`src/rtl/board_ctrl.sv`:
```
// Purpose: board housekeeping - SoC reset sequencing from PLL lock, button debounce, LED PWM.
// Latency: soc_rst releases RST_HOLD_CYCLES+3 edges after lock; buttons DEBOUNCE_CYCLES+2 edges; led 1 cycle.
// Backpressure: none; every output is a level or a one-cycle pulse with no handshake.
//
// Ports:
//   sys_clk, sys_rst         system clock (PLL output), async active-high reset
//   pll_locked               async PLL lock, synchronised internally
//   sw_rst_req               one-cycle SoC reset request (sys_clk domain)
//   soc_rst                  registered active-high reset to the SoC
//   btn_raw                  async push buttons, active-high
//   btn_level/press/release  debounced level and its one-cycle edge pulses
//   led_val, led_bright      LED pattern and global PWM brightness
//   led                      LED pins
module board_ctrl #(
   parameter int NUM_BTN         = 6,
   parameter int NUM_LED         = 8,
   parameter int DEBOUNCE_CYCLES = 250000,
   parameter int RST_HOLD_CYCLES = 1024,
   parameter int PWM_BITS        = 4
) (
   input  logic                sys_clk,
   input  logic                sys_rst,
   input  logic                pll_locked,
   input  logic                sw_rst_req,
   output logic                soc_rst,
   input  logic [NUM_BTN-1:0]  btn_raw,
   output logic [NUM_BTN-1:0]  btn_level,
   output logic [NUM_BTN-1:0]  btn_press,
   output logic [NUM_BTN-1:0]  btn_release,
   input  logic [NUM_LED-1:0]  led_val,
   input  logic [PWM_BITS-1:0] led_bright,
   output logic [NUM_LED-1:0]  led
);

   localparam int HOLD_W = $clog2(RST_HOLD_CYCLES);
   localparam int DB_W   = $clog2(DEBOUNCE_CYCLES);
   localparam logic [HOLD_W-1:0] HOLD_LAST = HOLD_W'(RST_HOLD_CYCLES - 1);
   localparam logic [DB_W-1:0]   DB_LAST   = DB_W'(DEBOUNCE_CYCLES - 1);

   // ------------------------------------------------------------------
   // Two-flop synchronisers for the asynchronous inputs
   // ------------------------------------------------------------------
   logic               lock_meta, lock_s;
   logic [NUM_BTN-1:0] btn_meta, btn_s;

   always_ff @(posedge sys_clk or posedge sys_rst) begin
      if (sys_rst) begin
         lock_meta <= 1'b0;
         lock_s    <= 1'b0;
         btn_meta  <= '0;
         btn_s     <= '0;
      end else begin
         lock_meta <= pll_locked;
         lock_s    <= lock_meta;
         btn_meta  <= btn_raw;
         btn_s     <= btn_meta;
      end
   end

   // ------------------------------------------------------------------
   // Reset sequencer. soc_rst is written alongside the next state so it
   // changes on the same edge as the transition.
   // ------------------------------------------------------------------
   typedef enum logic [1:0] {
      WAIT_LOCK = 2'd0,
      HOLD      = 2'd1,
      RUN       = 2'd2
   } rst_state_t;

   rst_state_t        state;
   logic [HOLD_W-1:0] hold_cnt;

   always_ff @(posedge sys_clk or posedge sys_rst) begin
      if (sys_rst) begin
         state    <= WAIT_LOCK;
         hold_cnt <= '0;
         soc_rst  <= 1'b1;
      end else begin
         case (state)
            WAIT_LOCK: begin
               hold_cnt <= '0;
               soc_rst  <= 1'b1;
               if (lock_s) state <= HOLD;
            end
            HOLD: begin
               if (!lock_s) begin
                  state    <= WAIT_LOCK;
                  hold_cnt <= '0;
                  soc_rst  <= 1'b1;
               end else if (hold_cnt == HOLD_LAST) begin
                  state    <= RUN;
                  hold_cnt <= '0;
                  soc_rst  <= 1'b0;
               end else begin
                  hold_cnt <= hold_cnt + HOLD_W'(1);
                  soc_rst  <= 1'b1;
               end
            end
            RUN: begin
               // Lock loss wins over a software request.
               if (!lock_s) begin
                  state    <= WAIT_LOCK;
                  hold_cnt <= '0;
                  soc_rst  <= 1'b1;
               end else if (sw_rst_req) begin
                  state    <= HOLD;
                  hold_cnt <= '0;
                  soc_rst  <= 1'b1;
               end else begin
                  soc_rst  <= 1'b0;
               end
            end
            default: begin
               state    <= WAIT_LOCK;
               hold_cnt <= '0;
               soc_rst  <= 1'b1;
            end
         endcase
      end
   end

   // ------------------------------------------------------------------
   // Per-button debouncer. The counter only runs while the synchronised
   // input disagrees with the accepted level; any agreement restarts it.
   // Deliberately not gated by soc_rst.
   // ------------------------------------------------------------------
   for (genvar i = 0; i < NUM_BTN; i++) begin : g_db
      logic [DB_W-1:0] cnt;
      logic            lvl, prs, rls;

      always_ff @(posedge sys_clk or posedge sys_rst) begin
         if (sys_rst) begin
            cnt <= '0;
            lvl <= 1'b0;
            prs <= 1'b0;
            rls <= 1'b0;
         end else begin
            prs <= 1'b0;
            rls <= 1'b0;
            if (btn_s[i] == lvl) begin
               cnt <= '0;
            end else if (cnt == DB_LAST) begin
               cnt <= '0;
               lvl <= btn_s[i];
               prs <= btn_s[i];
               rls <= ~btn_s[i];
            end else begin
               cnt <= cnt + DB_W'(1);
            end
         end
      end

      assign btn_level[i]   = lvl;
      assign btn_press[i]   = prs;
      assign btn_release[i] = rls;
   end

   // ------------------------------------------------------------------
   // Global PWM. All-ones brightness is forced fully on so the top code
   // is not one cycle short of 100%.
   // ------------------------------------------------------------------
   logic [PWM_BITS-1:0] pwm_cnt;
   logic                pwm_on;

   assign pwm_on = (&led_bright) | (pwm_cnt < led_bright);

   always_ff @(posedge sys_clk or posedge sys_rst) begin
      if (sys_rst) begin
         pwm_cnt <= '0;
         led     <= '0;
      end else begin
         pwm_cnt <= pwm_cnt + PWM_BITS'(1);
         led     <= led_val & {NUM_LED{pwm_on}};
      end
   end

endmodule
```
`config.mk`:
```
export PLATFORM = sky130hd
export DESIGN_NAME = board_ctrl
export DESIGN_NICKNAME = d
export VERILOG_FILES = /design/src/rtl/board_ctrl.sv
export SDC_FILE = /design/constraint.sdc
export NUM_CORES = 1
export LEC_CHECK = 0
export ABC_AREA = 1
export BUFFER_PORTS_ARGS = -buffer_cell sky130_fd_sc_hd__buf_2
export CAP_MARGIN = 20
export CORE_MARGIN = 8
export CORE_UTILIZATION = 55
export DETAILED_ROUTE_END_ITERATION = 8
export GPL_TIMING_DRIVEN = 0
export PLACE_DENSITY = 0.73
export SLEW_MARGIN = 10
export SYNTH_ARGS = -nofsm -noshare
export SYNTH_HDL_FRONTEND = slang
export SYNTH_SLANG_ARGS = --single-unit
```
`constraint.sdc`:
```
create_clock -name sys_clk -period 8.4 [get_ports sys_clk]
set_input_delay 1.68 -clock sys_clk [delete_from_list [all_inputs] [get_ports sys_clk]]
set_output_delay 1.68 -clock sys_clk [all_outputs]
set_load 0.03 [all_outputs]
```
Word level (Yosys, flattened, before mapping)
Cells that the tools add are included.
Storage, ports and cells
  logic and storage cells: 135
  flip-flop bits (word level): 165
  output and inout bits: 27
  bits of input ports: 22
Cells by class
  bitwise operators: 14
  order comparisons: 1
  add/subtract/negate cells: 8
  equality and inequality tests: 18
  muxes and demuxes: 52
  reduce and logical (&&, ||, !) cells: 9
Operators by type and width (number)
  $mux W18: 12
  $add A18 B1 Y18 const B: 6
  $eq A18 B18 Y1 const B: 6
  $mux W10: 4
  $mux W1: 28
  $pmux W10 S2: 1
  $not A1 Y1: 12
  $reduce_and A2 Y1: 6
  $add A10 B1 Y10 const B: 1
  $eq A10 B10 Y1 const B: 1
  $mux W2: 5
  $and A8 B8 Y8: 1
  $eq A1 B1 Y1: 6
  $ne A3 B3 Y1 const B: 2
  $pmux W2 S3: 1
  $add A4 B1 Y4 const B: 1
  $lt A4 B4 Y1: 1
  $reduce_and A4 Y1: 1
  $reduce_and A3 Y1: 1
  $eq A2 B1 Y1 const B: 1
  $eq A2 B2 Y1 const B: 1
  $logic_not A2 Y1: 1
  $ne A2 B2 Y1 const B: 1
  $pmux W1 S2: 1
  $or A1 B1 Y1: 1

Depth between registers and ports, before layout
Gate-level depths: netlist (run 1).
  depth in word-level cells: 4
  depth in mapped cells: 9
  mapped depth without buffers: 9

Least setup slack after synthesis (run 1)
OpenSTA, ideal clock, no wires.
  kind: input port to flip-flop
  start: input port led_bright[3]
  end: register led[0]
  arrival time: 2.532 ns
  stages: 7
  buffers on the path: 1
  setup slack: 5.740 ns
  path through: inv_1 > ha_1 > nand2_1 > o21ai_0 > and2_1 > clkbuf_1 > nor2_1
Between the ends
  cells in the longest elaborated chain, start to end: 3
  elaborated cells between the ends (all ways): 4
  classes of those cells: order compare (1); bitwise (2); reduce/logical (1)
RTL lines
  from (decl): line 31  | input logic [PWM_BITS-1:0] led_bright,
  $lt A4 B4 Y1 or $reduce_and A4 Y1 (tied branches): line 165  | assign pwm_on = (&led_bright) | (pwm_cnt < led_bright);
  $or A1 B1 Y1 (*): line 165
  $and A8 B8 Y8 (*): line 173  | led <= led_val & {NUM_LED{pwm_on}};
  to (signal assigned): line 173
  to (decl): line 32  | output logic [NUM_LED-1:0] led
Every way passes the cells marked *; elsewhere a longest branch is shown, timed or not.
A chain may end at the register's enable or synchronous reset.

Worst setup path in the final report (run 1)
  start: register g_db[1].lvl
  end: output port btn_level[1]
RTL lines
  from (decl): line 129  | logic lvl, prs, rls;
  from (signal assigned): line 144  | lvl <= btn_s[i];
  to (decl): line 27  | output logic [NUM_BTN-1:0] btn_level,
No word-level cell between the ends.

==> flow_metrics.tcl, run 1 <==
set metrics [dict create \
    status "finished clean" \
    syn_nets 1160 \
    ys_ff_latch 165 \
    final-instance-count-excl-fill 1418 \
    drv_cap 0 \
    clockRootBuffer "clkbuf_16" \
    wl_mm 17.62 \
    ff2ff_setup_slack_ps 6690 \
    num_rows 46 \
    ys_warn_count 0 \
    slowest_delay_ps 420 \
    postSynthAreaPerCell_um2 7.847 \
    route.detailed.drc 0 \
    nets 1228 \
    setup_tns_ps 0 \
    period_share 0.3367 \
    required_ps 6720 \
    drive_above_1_share 0.1439 \
    drtAntennaViolNets 0 \
    cp_max_fo 5 \
    p_leak_nw 4.526 \
    path_cells "buf_4 > buf_2" \
    die_h_um 142.6 \
    path_clk_slew_ps 60 \
    synth_compound_area_frac 0.03862 \
    period_needed_ps 2828 \
    clock_skew_ps 6.576 \
    grt_pass1_wl_mm 30.95 \
    max-clock-path-buffers 2 \
    synthSimpleGateAreaFrac 0.3514 \
    async_flop_share 1.000 \
    cts_resized 0 \
    firstDrtPassIters 5 \
    grt_use_total 0.1859 \
    cp-start-kind "flop" \
    via_per_inst 5.039 \
    relSlewSlack 0.5715 \
    antennaDiodeCount 0 \
    synthCells 1123 \
    die-area_mm2 0.02033 \
    cts_setup_buffers 0 \
    tightestPinTransition_ps 640.4 \
    floorplan.initialDensity 0.5588 \
    slew_viol_final 0 \
    synth-main-ff-cell "dfrtp_1" \
    io_pins 49 \
    muxShareOfSynthArea 0 \
    fmax_ghz 0.3536 \
    cts_hold_buffers 0 \
    cts_max_level 4 \
    crit_buf_inv 2 \
    hold_violations 0 \
    insertion_delay_ps 420 \
    area_delta_synth_final_pct 13.40 \
    drt-met1-wl_mm 8.483 \
    wire_per_inst_um 12.42 \
    cts_tree "yes" \
    die_x_um 142.6 \
    rsz0062_at_grt "false" \
    yosysSeqAreaShare 0.4687 \
    synth_enable_flop_cells 0 \
    power.density_mw_per_mm2 178.7 \
    path_delay_family "flip-flops" \
    drt_iter0_markers 477 \
    crit_type "flop to output port" \
    met3_length_um 732 \
    syn-cell-area_mm2 0.008812 \
    cts_buffers 17 \
    numClockSinks 165 \
    vias 7145 \
    grt_overflow_total 0 \
    setup_viol 0 \
    place_congestion 0.8968 \
    highest_layer "met4" \
    antenna_found_initial 0 \
    synth_cell_types 36 \
    synth_top_family_by_area "simple AND/OR/NAND/NOR gates" \
    hp-class "flop to flop" \
    post-dp-hpwl_mm 12.77 \
    core_area_mm2 0.01577 \
    crit_arrival_ps 1150 \
    port_buffers 48 \
    endpoint_kind "output port" \
    placed_cells 1388 \
    synthAdderAreaFrac 0.02130 \
    grt_pass1_vias 6899 \
    ir_drop_uv 143.9 \
    slowest_stage "dfrtp_1" \
    synthXorXnorAreaFrac 0.04771 \
    grt_max_degree 112 \
    dr_wl_met2_mm 8.126 \
]
-- final timing paths --
| path | from | endpoint | cells after the start |
|---|---|---|---|
| min in group asynchronous | sys_rst | lock_s | 2 |
| hold reg to reg | btn_meta[2] | btn_s[2] | 0 |
| max in group asynchronous | sys_rst | g_db[4].cnt[4] | 3 |
| setup reg to reg | g_db[2].cnt[0] | g_db[2].cnt[14] | 8 |
| hold / removal | btn_meta[2] | btn_s[2] | 0 |
| setup / recovery | g_db[1].lvl | btn_level[1] | 2 |
-- Yosys cell counts (2+ instances only) --
master,instances,share of area
nor2_1,255,0.11
nand2_1,242,0.10
dfrtp_1,164,0.47
inv_1,122,0.052
nand3_1,51,0.029
nor3_1,30,0.017
xor2_1,30,0.030
nand4_1,24,0.017
o21ai_0,21,0.012
a21oi_1,20,0.011
buf_4,18,0.015
xnor2_1,18,0.018
ha_1,15,0.021
nor2_2,14,0.0099
nand2_2,13,0.0092
nand3_2,13,0.015
nor2_4,11,0.014
nor3b_1,11,0.0094
nand3b_1,6,0.0051
or2_2,6,0.0043
inv_2,5,0.0021
nor3_2,5,0.0057
a31oi_1,4,0.0028
clkbuf_1,4,0.0017
o21ai_1,4,0.0023
o21bai_1,4,0.0034
a211oi_1,2,0.0017
buf_2,2,0.0011
o21ai_2,2,0.0020
-- registers in the layout, indices dropped and copies added (netlist names) --
signal     cells
led            8
btn_meta       6
lock_meta      1
g_db.cnt     108
g_db.prs       6
lock_s         1
hold_cnt      10
pwm_cnt        4
soc_rst        1
state          2
g_db.rls       6
g_db.lvl       6
btn_s          6
-- layout make-up --
class / instances / area (um2)
buffer: 24 / 160.2
clock buffer: 20 / 456.7
clock inverter: 10 / 178.9
fill: 1405 / 5777
inverter: 127 / 484.2
multi-input combinational: 807 / 4045
sequential: 165 / 4130
tap: 216 / 270.3
timing repair buffer: 49 / 267.8
-- stage by stage --
stage	hold slack (ps)	util	power (W)	instance area [um2]	setup WS, ps
floorplan	331.2	-	0.0009318	8812	2260
global placement	332.2	0.5912	0.0009633	9323	426.2
detailed placement	335.8	0.5934	0.0009684	9358	5379
CTS	344.1	0.6337	0.001810	9993	5547
global route	351.9	0.6337	0.001863	9993	5515
finish	344.9	0.6337	0.001786	9993	5572
-- routing by layer --
metal  vias up  GRT usage
met5         -          0
met4         0    0.05481
met3        28    0.04361
met2       137     0.2958
met1      3331     0.2475
li1       3649          -
-- logic make-up after synthesis --
kind of cell	Yosys count
flops	165
buf+inv	151
xor+xnor	48
simple gates	684
fa+ha+maj	15
compound gates	60
-- worst register-to-register path, delay by kind of cell (launching register included) --
kind / cells / cell delay (ps)
and+or+nand+nor: 5 / 580
AOI/OAI and AO/OA: 1 / 200
adders and majority gates: 1 / 240
DFF: 1 / 440
buffers and inverters: 1 / 120
-- cells in the final DEF (no fill, tap or decap), types with 17 or more instances in the layout --
cell type and n:
o21ai_0 21, a21oi_1 20, buf_4 18, nor3_1 30
clkbuf_16 17, buf_2 50, nand4_1 24, nor2_1 255
nand2_1 242, nand3_1 51, dfrtp_1 164, xor2_1 30
xnor2_1 18, inv_1 121
-- power breakdown --
group	switching (W)	internal (W)
logic	0.0000801	0.0000375
registers	0.0000170	0.000818
clock network	0.000295	0.000538
total	0.000393	0.00139
Power figures use the tool's default switching activity.
==> run 2, diff against run 1 <==
- ABC_AREA: 1 -> 0
- PLACE_DENSITY: 0.73 -> 0.76
- clock period: 8.4 -> 2.4 ns (I/O delays scaled with it)
==> run 2 against run 1 <==
Synthesized area down 11%; register-to-register slack worse by 6500 ps; clock skew fell by 0.57 ps; sequential power rose to 3.5 times the previous value; cell count is 28% lower; non-clock buffer count is 9 higher; clock power grew to 3.3 times the previous value; utilization is 1.1 points higher; first-iteration DRC count increased by 12%; routed wire length decreased by 11%; combinational power rose to 3.1 times the previous value; critical path type is now flop to flop.
==> flow_metrics.tcl, run 2 <==
set metrics [dict create \
    yosysMostFrequentCell "dfrtp_1" \
    core_area_mm2 0.01393 \
    hold_violations 0 \
    ys_warn_count 0 \
    final_util 0.6451 \
    path_delay_family "buffers and inverters" \
    cts_max_level 4 \
    largest_reg_flops 108 \
    firstDrtPassIters 5 \
    nFillCells 1055 \
    path_cells "clkbuf_1 > nor4bb_1 > nand2_1 > o21ai_1 > clkbuf_1 > nor2_1" \
    synth_top_area_share 0.5230 \
    endpoint_kind "flop" \
    drt_iter0_markers 535 \
    ys_ff_latch 165 \
    synth-main-ff-cell "dfrtp_1" \
    reg2reg_from "g_db[0].cnt[4]" \
    post_dp_cell_area_mm2 0.008396 \
    vias 5834 \
    place_congestion 0.8463 \
    setup_viol 0 \
    insertion_delay_ps 430 \
    multi_input_area_mm2 0.003466 \
    slew_viol_final 0 \
    clockRootBuffer "clkbuf_16" \
    floorplan.initialDensity 0.5631 \
    wl_mm 15.62 \
    numClockSinks 165 \
    top_regs "g_db.cnt (108), hold_cnt (10), led (8)" \
    postSynthAreaPerCell_um2 10.36 \
    die_h_um 135.4 \
    cts_hold_buffers 0 \
    max-clock-path-buffers 2 \
    slowest_delay_ps 510 \
    cts_tree "yes" \
    syn_nets 794 \
    area_delta_synth_final_pct 14.58 \
    antenna_found_initial 0 \
    synth_cell_types 51 \
    crit_buf_inv 2 \
    grt_pass1_wl_mm 27.38 \
    synth_enable_flop_cells 0 \
    post-place-ws_ps 239.6 \
    die_x_um 135.4 \
    pwr-share-comb 0.060 \
    crit_type "flop to flop" \
    grt_use_total 0.1813 \
    clock_skew_ps 6.011 \
    yosys-top-cells-count "dfrtp_1 (164), nor2_1 (115), xnor2_1 (64), nand2_1 (56), nand3_1 (39)" \
    post-dp-hpwl_mm 10.76 \
    grt_overflow_total 0 \
    ir_drop_uv 401.5 \
    syn-cell-area_mm2 0.007846 \
    route.detailed.drc 0 \
    port_buffers 48 \
    cts_resized 0 \
    fmax_ghz 0.4481 \
    grt_pass1_vias 5802 \
    r2r-end "g_db[0].cnt[11]" \
    internal_power_w 0.004662 \
    p_seq_frac 0.485 \
    yosysSeqAreaShare 0.5264 \
    hold_end "btn_meta[3]" \
    pwr-share-clk 0.455 \
    via_per_inst 5.714 \
    mostFrequentLayoutCell "dfrtp_1" \
    drv_cap 0 \
    path_clk_slew_ps 60 \
    synthCells 757 \
    die-area_mm2 0.01834 \
    nets 865 \
    power.density_mw_per_mm2 667.2 \
    drtAntennaViolNets 0 \
    slowest_stage "o21ai_1" \
    layout_common_cells "dfrtp_1 (164), nor2_1 (115), xnor2_1 (64)" \
    status "finished clean" \
    drive_above_1_share 0.1498 \
    holdPathStages 1 \
    cp_common_cell "clkbuf_1" \
    cts_setup_buffers 0 \
    swShare 0.2227 \
    wire_per_inst_um 15.30 \
    holdCritStartpoint "btn_raw[3]" \
    p_leak_nw 3.892 \
    grt_max_degree 41 \
    r2r_cells 6 \
    antennaDiodeCount 0 \
    ff2ff_setup_slack_ps 170 \
    io_pins 49 \
    period_share 0.9298 \
    netSwitchingPower_w 0.001336 \
    relSlewSlack 0.4238 \
    stdcell_area_mm2 0.008990 \
    tightestPinTransition_ps 855.0 \
    cts_buffers 17 \
    cp_max_fo 10 \
    hp-class "primary input to flop" \
    ys_top_cells_by_area "dfrtp_1 (52%), xnor2_1 (7.1%), nor2_1 (5.5%), xor2_1 (3.6%), nand4_1 (2.7%)" \
    async_flop_share 1.000 \
    setup_ws_ps 168.4 \
    rsz0062_at_grt "false" \
    regMostFlops "g_db.cnt" \
    period_needed_ps 2232 \
    required_ps 2690 \
    crit_arrival_ps 2520 \
    synth.largest_area_cell "dfrtp_1" \
    regArea_mm2 0.004130 \
    cp-start-kind "flop" \
    num_rows 43 \
]
==> run 2: layer usage <==
| layer | global-route usage | vias up | wire length [um] |
|---|---|---|---|
| met4 | 0.07279 | 0 | 244 |
| met3 | 0.04488 | 23 | 647 |
| met2 | 0.2814 | 128 | 7596 |
| li1 | - | 2805 | - |
| met5 | 0 | - | 0 |
| met1 | 0.2395 | 2878 | 7132 |
==> run 2: worst max-delay path by stage <==
| stage | startpoint | end | cells after the start | slack (ps) |
|---|---|---|---|---|
| final | g_db[0].cnt[4] | g_db[0].cnt[11] | 6 | 170 |
| after CTS | g_db[0].cnt[4] | g_db[0].cnt[11] | 6 | 200 |
| after global placement | sys_rst | g_db[5].lvl | 2 | -1030 |
| after global routing | g_db[0].cnt[4] | g_db[0].cnt[6] | 6 | 30 |
| after floorplan | sys_rst | btn_meta[0] | 1 | -180 |
| after detailed placement | g_db[0].cnt[4] | g_db[0].cnt[7] | 6 | 240 |
==> run 2: area by class of cell <==
cell class                 count  share of cell area
multi-input combinational    545              0.3855
inverter                      17            0.007516
tap                          180             0.02505
timing repair buffer          52             0.03563
sequential                   165              0.4594
clock inverter                 9             0.01406
clock buffer                  23             0.05205
buffer                        30             0.02074
==> run 2: worst register-to-register path, delay by kind of cell, from the launching register on <==
| family | cells | cell delay [ps] |
|---|---|---|
| AND/OR/NAND/NOR | 3 | 600 |
| AO/OA/AOI/OAI | 1 | 510 |
| flip-flops | 1 | 360 |
| buffers and inverters | 2 | 630 |
==> run 2: through the flow <==
step                std cells  hold slack [ps]  power (W)  setup TNS [ps]
floorplan                 757            331.2   0.003191          -29190
global placement          985            332.3   0.003281         -169110
detailed placement        989            336.2   0.003317               0
CTS                      1021            140.8   0.006048               0
global route             1021            137.1   0.006208               0
finish                   1021            157.7   0.005998               0
==> run 2: power by group through the flow <==
stage	Sequential, W	Clock [W]	Combinational [W]
2_1_floorplan	0.00298	0	0.000211
3_3_place_gp	0.00295	0	0.000326
3_5_place_dp	0.00296	0	0.000360
4_1_cts	0.00291	0.00277	0.000367
5_1_grt	0.00292	0.00289	0.000405
6_report	0.00291	0.00273	0.000361
==> run 2: cells by family (layout without fill, tap and decap cells) <==
family / count (synthesis) / after routing / synth area share
XOR/XNOR: 96 / 96 / 0.1072
multiplexers: 9 / 9 / 0.01292
AND/OR/NAND/NOR: 369 / 369 / 0.2476
AO/OA/AOI/OAI: 56 / 56 / 0.05007
buffers and inverters: 47 / 131 / 0.03189
adder cells (fa/ha/maj): 15 / 15 / 0.02392
flip-flops: 165 / 165 / 0.5264
